### src/rtl/periph_bus_initiator.sv
// Single-outstanding peripheral register bus initiator.
// Executes read, write and masked-compare poll commands, one response each.
module periph_bus_initiator #(
  parameter int POLL_CNT_W = 16
) (
  input  logic                  clk_i,
  input  logic                  rst_i,
  input  logic                  cmd_valid_i,
  output logic                  cmd_ready_o,
  input  logic [1:0]            cmd_op_i,
  input  logic [31:0]           cmd_addr_i,
  input  logic [31:0]           cmd_wdata_i,
  input  logic [31:0]           cmd_mask_i,
  input  logic [POLL_CNT_W-1:0] cmd_timeout_i,
  output logic                  rsp_valid_o,
  input  logic                  rsp_ready_i,
  output logic [31:0]           rsp_rdata_o,
  output logic                  rsp_err_o,
  output logic [POLL_CNT_W-1:0] rsp_count_o,
  output logic [31:0]           bus_addr_o,
  output logic [31:0]           bus_data_o,
  output logic                  bus_we_o,
  input  logic [31:0]           bus_data_i
);

  typedef enum logic [1:0] {
    IDLE,
    ACCESS,
    POLL,
    RESP
  } state_e;

  localparam logic [1:0] OP_RD = 2'b00;
  localparam logic [1:0] OP_WR = 2'b01;
  localparam logic [1:0] OP_PL = 2'b10;

  state_e                state_q, state_d;
  logic [1:0]            op_q, op_d;
  logic [31:0]           addr_q, addr_d;
  logic [31:0]           wdata_q, wdata_d;
  logic [31:0]           mask_q, mask_d;
  logic [POLL_CNT_W-1:0] tmo_q, tmo_d;
  logic [POLL_CNT_W-1:0] cnt_q, cnt_d;
  logic [31:0]           rdata_q, rdata_d;
  logic                  err_q, err_d;

  logic                  cmd_ready;
  logic                  rsp_valid;
  logic [31:0]           bus_addr;
  logic [31:0]           bus_data;
  logic                  bus_we;
  logic                  match;

  always_ff @(posedge clk_i) begin
    if (rst_i) begin
      state_q <= IDLE;
      op_q    <= '0;
      addr_q  <= '0;
      wdata_q <= '0;
      mask_q  <= '0;
      tmo_q   <= '0;
      cnt_q   <= '0;
      rdata_q <= '0;
      err_q   <= 1'b0;
    end else begin
      state_q <= state_d;
      op_q    <= op_d;
      addr_q  <= addr_d;
      wdata_q <= wdata_d;
      mask_q  <= mask_d;
      tmo_q   <= tmo_d;
      cnt_q   <= cnt_d;
      rdata_q <= rdata_d;
      err_q   <= err_d;
    end
  end

  assign match = ((bus_data_i ^ wdata_q) & mask_q) == 32'h0;

  always_comb begin
    state_d   = state_q;
    op_d      = op_q;
    addr_d    = addr_q;
    wdata_d   = wdata_q;
    mask_d    = mask_q;
    tmo_d     = tmo_q;
    cnt_d     = cnt_q;
    rdata_d   = rdata_q;
    err_d     = err_q;
    cmd_ready = 1'b0;
    rsp_valid = 1'b0;
    bus_addr  = '0;
    bus_data  = '0;
    bus_we    = 1'b0;
    unique case (state_q)
      IDLE: begin
        cmd_ready = 1'b1;
        if (cmd_valid_i) begin
          op_d    = cmd_op_i;
          addr_d  = cmd_addr_i;
          wdata_d = cmd_wdata_i;
          mask_d  = cmd_mask_i;
          tmo_d   = cmd_timeout_i;
          cnt_d   = '0;
          rdata_d = '0;
          err_d   = 1'b0;
          unique case (cmd_op_i)
            OP_RD,
            OP_WR:   state_d = ACCESS;
            OP_PL:   state_d = POLL;
            default: begin
              state_d = RESP;
              err_d   = 1'b1;
            end
          endcase
        end
      end
      ACCESS: begin
        bus_addr = addr_q;
        if (op_q == OP_WR) begin
          bus_we   = 1'b1;
          bus_data = wdata_q;
          rdata_d  = '0;
        end else begin
          rdata_d  = bus_data_i;
        end
        err_d   = 1'b0;
        state_d = RESP;
      end
      POLL: begin
        bus_addr = addr_q;
        // Match wins even on the last allowed read.
        if (match) begin
          rdata_d = bus_data_i;
          err_d   = 1'b0;
          state_d = RESP;
        end else if (cnt_q == tmo_q) begin
          rdata_d = bus_data_i;
          err_d   = 1'b1;
          state_d = RESP;
        end else begin
          cnt_d = cnt_q + 1'b1;
        end
      end
      RESP: begin
        rsp_valid = 1'b1;
        if (rsp_ready_i) state_d = IDLE;
      end
      default: state_d = IDLE;
    endcase
  end

  // Reset forces every output low, even before the first edge.
  assign cmd_ready_o = cmd_ready & ~rst_i;
  assign rsp_valid_o = rsp_valid & ~rst_i;
  assign rsp_rdata_o = rsp_valid_o ? rdata_q : '0;
  assign rsp_err_o   = rsp_valid_o & err_q;
  assign rsp_count_o = rsp_valid_o ? cnt_q : '0;
  assign bus_addr_o  = rst_i ? '0 : bus_addr;
  assign bus_data_o  = rst_i ? '0 : bus_data;
  assign bus_we_o    = bus_we & ~rst_i;

endmodule
### config.mk
export PLATFORM = sky130hd
export DESIGN_NAME = periph_bus_initiator
export DESIGN_NICKNAME = d
export VERILOG_FILES = /design/src/rtl/periph_bus_initiator.sv
export SDC_FILE = /design/constraint.sdc
export NUM_CORES = 1
export LEC_CHECK = 0
export ABC_AREA = 1
export CAP_MARGIN = 30
export CORE_MARGIN = 2
export CORE_UTILIZATION = 49
export CTS_BUF_LIST = sky130_fd_sc_hd__clkbuf_8
export CTS_CLUSTER_DIAMETER = 40
export DETAILED_ROUTE_END_ITERATION = 8
export PLACE_DENSITY = 0.85
export REMOVE_ABC_BUFFERS = 1
export SLEW_MARGIN = 20
export SYNTH_ARGS = -nofsm -noshare
export SYNTH_HDL_FRONTEND = slang
export SYNTH_SLANG_ARGS = --single-unit
### constraint.sdc
create_clock -name clk_i -period 2.6 [get_ports clk_i]
set_input_delay 0.52 -clock clk_i [delete_from_list [all_inputs] [get_ports clk_i]]
set_output_delay 0.52 -clock clk_i [all_outputs]
set_load 0.02 [all_outputs]
==> qor.csv <==
stage;metric;value;unit
routing;drtIter0Drc;555;
worst_setup_path;slowest_stage;clkdlybuf4s50_1;
layout;utilization;0.689;
worst_setup_path;end_kind;primary output;
sta;rsz0062_at_grt;no;
pwr;power.net_switching;4.58;mW
synthesis;synth_area_leaders;dfxtp_1, nor2_1, nand2_1;
die;die_h;136;um
synthesis;netlist_instances;1384;
sta;min_period_over_period;0.967;
worst_setup_path;start_kind;input port;
pwr;power_density;903;mW/mm2
global_routing;grt_max_degree;73;
sta;hold_slack;0.472;ns
routing;first_pass_iters;6;
synthesis;synth_cell_types;26;
worst_setup_path;crit_type;in2out;
worst_setup_path;crit_path_end;rsp_rdata_o[25];
synthesis;synth-seq-cells;165;
worst_setup_path;arrival;1.99;ns
pwr;ir_drop;466;uV
place;io_buffers;265;
cts;cts_buffers;17;
pwr;leakagePower;5.71;nW
routing;via_per_inst;5.07;
die;die_w;136;um
pwr;internal-power;6.07;mW
synthesis;synth_area_leader_cell;dfxtp_1;
hold_path;hp-start;tmo_q[2]$_SDFFE_PP0P_;
worst_setup_path;reg2reg_to;cnt_q[15]$_SDFFE_PP0P_;
die;io-pin-count;266;
sta;setup_viol;0;
cts;cts.sinks;165;
pwr;switching_share;0.430;
place;place_worst_setup_slack;-0.218;ns
cts;holdBufCountCts;0;
cts;cts_tree;done;
pwr;pwr-share-clk;0.172;
pwr;power.share.combinational;0.476;
synthesis;ys_warn_count;0;
die;rows;48;
sta;slew_violations;0;
status;status;completed;
worst_setup_path;startpoint;rst_i;
pwr;seqPwrFrac;0.352;
worst_setup_path;worstPathRequired;2.08;ns
global_routing;grt_use_total;0.287;
sta;fmax;398;MHz
place;dp_hpwl;19000;um
cts;clockBufferDepth;2;
layout;nFillCells;1519;
synthesis;syn-cell-area;0.00848;mm2
worst_setup_path;cp_cell_sequence;clkdlybuf4s50_1 -> inv_4 -> nand2_2 -> buf_12 -> nor2_1 -> dlygate4sd2_1;
sta;finalWorstSetupSlack;0.0864;ns
place;placed_cell_area;0.0115;mm2
sta;layout_min_cycle_time;2.51;ns
worst_setup_path;reg2reg_from;cnt_q[5]$_SDFFE_PP0P_;
layout;drive_gt1_frac;0.0575;
synthesis;synth_top_area_share;0.389;
global_routing;grt_first_pass_wirelength;42100;um
routing;wl;26400;um
layout;area_delta_synth_final;39.0;%
sta;fin_skew;0.0158;ns
cts;htreeDepth;4;
sta;tightest_slew;0.586;ns
die;die_area;0.0184;mm2
cts;clock_latency;0.47;ns
worst_setup_path;ff2ff_setup_slack;0.56;ns
cts;cts_root_buf;clkbuf_8;
routing;wire_per_inst;14.2;um
worst_setup_path;rr_worst_depth;9;
global_routing;grt_pass1_vias;8900;
die;initial_core_util;0.496;
place;gp_congestion;0.892;
layout;finalNetCount;1779;
routing;antenna_left;0;
layout;design_area;0.0118;mm2
cts;clk_transition_reported_paths;0.08;ns
die;core_area;0.0171;mm2
worst_setup_path;cpPeakStageDelay;0.52;ns
global_routing;antenna_found_initial;1;
worst_setup_path;path_max_fanout;14;
routing;vias;9434;
sta;hold_viol;0;
sta;slew_headroom;0.610;
synthesis;syn_avg_cell_area;6.13;um2
global_routing;globalRouteOverflowTotal;0;
hold_path;hp-class;reg2reg;
run;cap_violations;0;
routing;drc;0;
synthesis;synth_seq_area_share;0.389;
==> power groups by stage <==
stage	combinational (mW)	clock (mW)	sequential, mW
6_report	5.07	1.83	3.75
5_1_grt	5.69	1.95	3.84
4_1_cts	4.95	1.86	3.74
3_5_place_dp	4.98	0	3.79
3_3_place_gp	4.85	0	3.76
2_1_floorplan	3.15	0	3.70
==> cells by family after synthesis <==
kind of cell | synth area share
compound gates | 0.109
xor+xnor | 0.00310
fa+ha+maj | 0.00885
buf+inv | 0.121
flops | 0.389
simple gates | 0.369
==> stage by stage <==
stage / setup TNS, ns / power [mW] / cells
2_1_floorplan: -359.43 / 6.84 / 1301
3_5_place_dp: -13.30 / 8.77 / 1828
4_1_cts: 0 / 10.5 / 1859
5_1_grt: 0 / 11.5 / 1861
6_report: 0 / 10.7 / 1861
3_3_place_gp: -12.28 / 8.61 / 1828
==> flip-flops by register name, summed over array words and instances, names as in the netlist <==
name / count
mask_q: 32
addr_q: 32
err_q: 1
tmo_q: 16
state_q: 2
rdata_q: 32
wdata_q: 32
cnt_q: 16
op_q: 2
==> critical path: cells and delay by family <==
family	cells	cell delay, ns
buffers and inverters	4	1.18
AND/OR/NAND/NOR	2	0.28
==> layout make-up <==
| type | count | area [um2] | area share |
|---|---|---|---|
| clock inverters | 12 | 119 | 0.0101 |
| well taps | 225 | 282 | 0.0239 |
| multi-input cells | 954 | 4180 | 0.355 |
| inverters | 182 | 686 | 0.0581 |
| flip-flops and latches | 165 | 3300 | 0.280 |
| clock buffers | 19 | 262 | 0.0222 |
| repair buffers | 303 | 2960 | 0.251 |
| diodes | 1 | 2.50 | 0.000212 |
==> layout by cell type (no fill, tap or decap), drive strengths merged <==
cell type,instances
o22ai,1
a21oi,59
bufinv,1
nand4,50
clkdlybuf4s50,149
clkdlybuf4s15,10
nand3,80
dfxtp,165
nor3,6
ha,6
nand2,293
diode,1
xor2,3
inv,185
nor2b,2
o21ai,124
or2,4
dlygate4sd2,103
buf,37
clkbuf,23
clkinv,8
nor2,325
and2,1
==> Yosys cell counts (all sizes together) <==
library cell / instances
nor2: 325
nand2: 293
inv: 179
dfxtp: 165
o21ai: 124
nand3: 80
a21oi: 59
clkbuf: 58
nand4: 50
buf: 25
ha: 6
nor3: 6
or2: 4
clkinv: 3
xor2: 3
nor2b: 2
and2: 1
o22ai: 1
==> how the worst min path moves through the flow <==
stage	end	cells past startpoint	slack [ns]
CTS	op_q[0]$_SDFFE_PP0P_	2	0.48
finish	tmo_q[2]$_SDFFE_PP0P_	2	0.47
detailed placement	op_q[0]$_SDFFE_PP0P_	2	0.46
floorplan	tmo_q[0]$_SDFFE_PP0P_	2	0.45
global route	tmo_q[2]$_SDFFE_PP0P_	2	0.50
global placement	tmo_q[8]$_SDFFE_PP0P_	2	0.45
==> metal layers <==
metal | up-vias | routed length [um] | GRT usage
li1 | 4774 | - | -
met1 | 4279 | 10500 | 0.321
met2 | 326 | 13300 | 0.516
met3 | 55 | 1820 | 0.0715
met4 | 0 | 790 | 0.124
met5 | - | 0 | 0
==> what timing repair did <==
| action | in CTS | in global routing |
|---|---|---|
| gates cloned | 0 | 1 |
| endpoints found under the setup margin | 116 | 34 |
| pin swaps | 0 | 0 |
| gates resized for setup | 127 | 11 |
| endpoints found under the hold margin | 0 | 0 |
| setup buffers | 0 | 0 |
(Power assumes the default switching activity.)
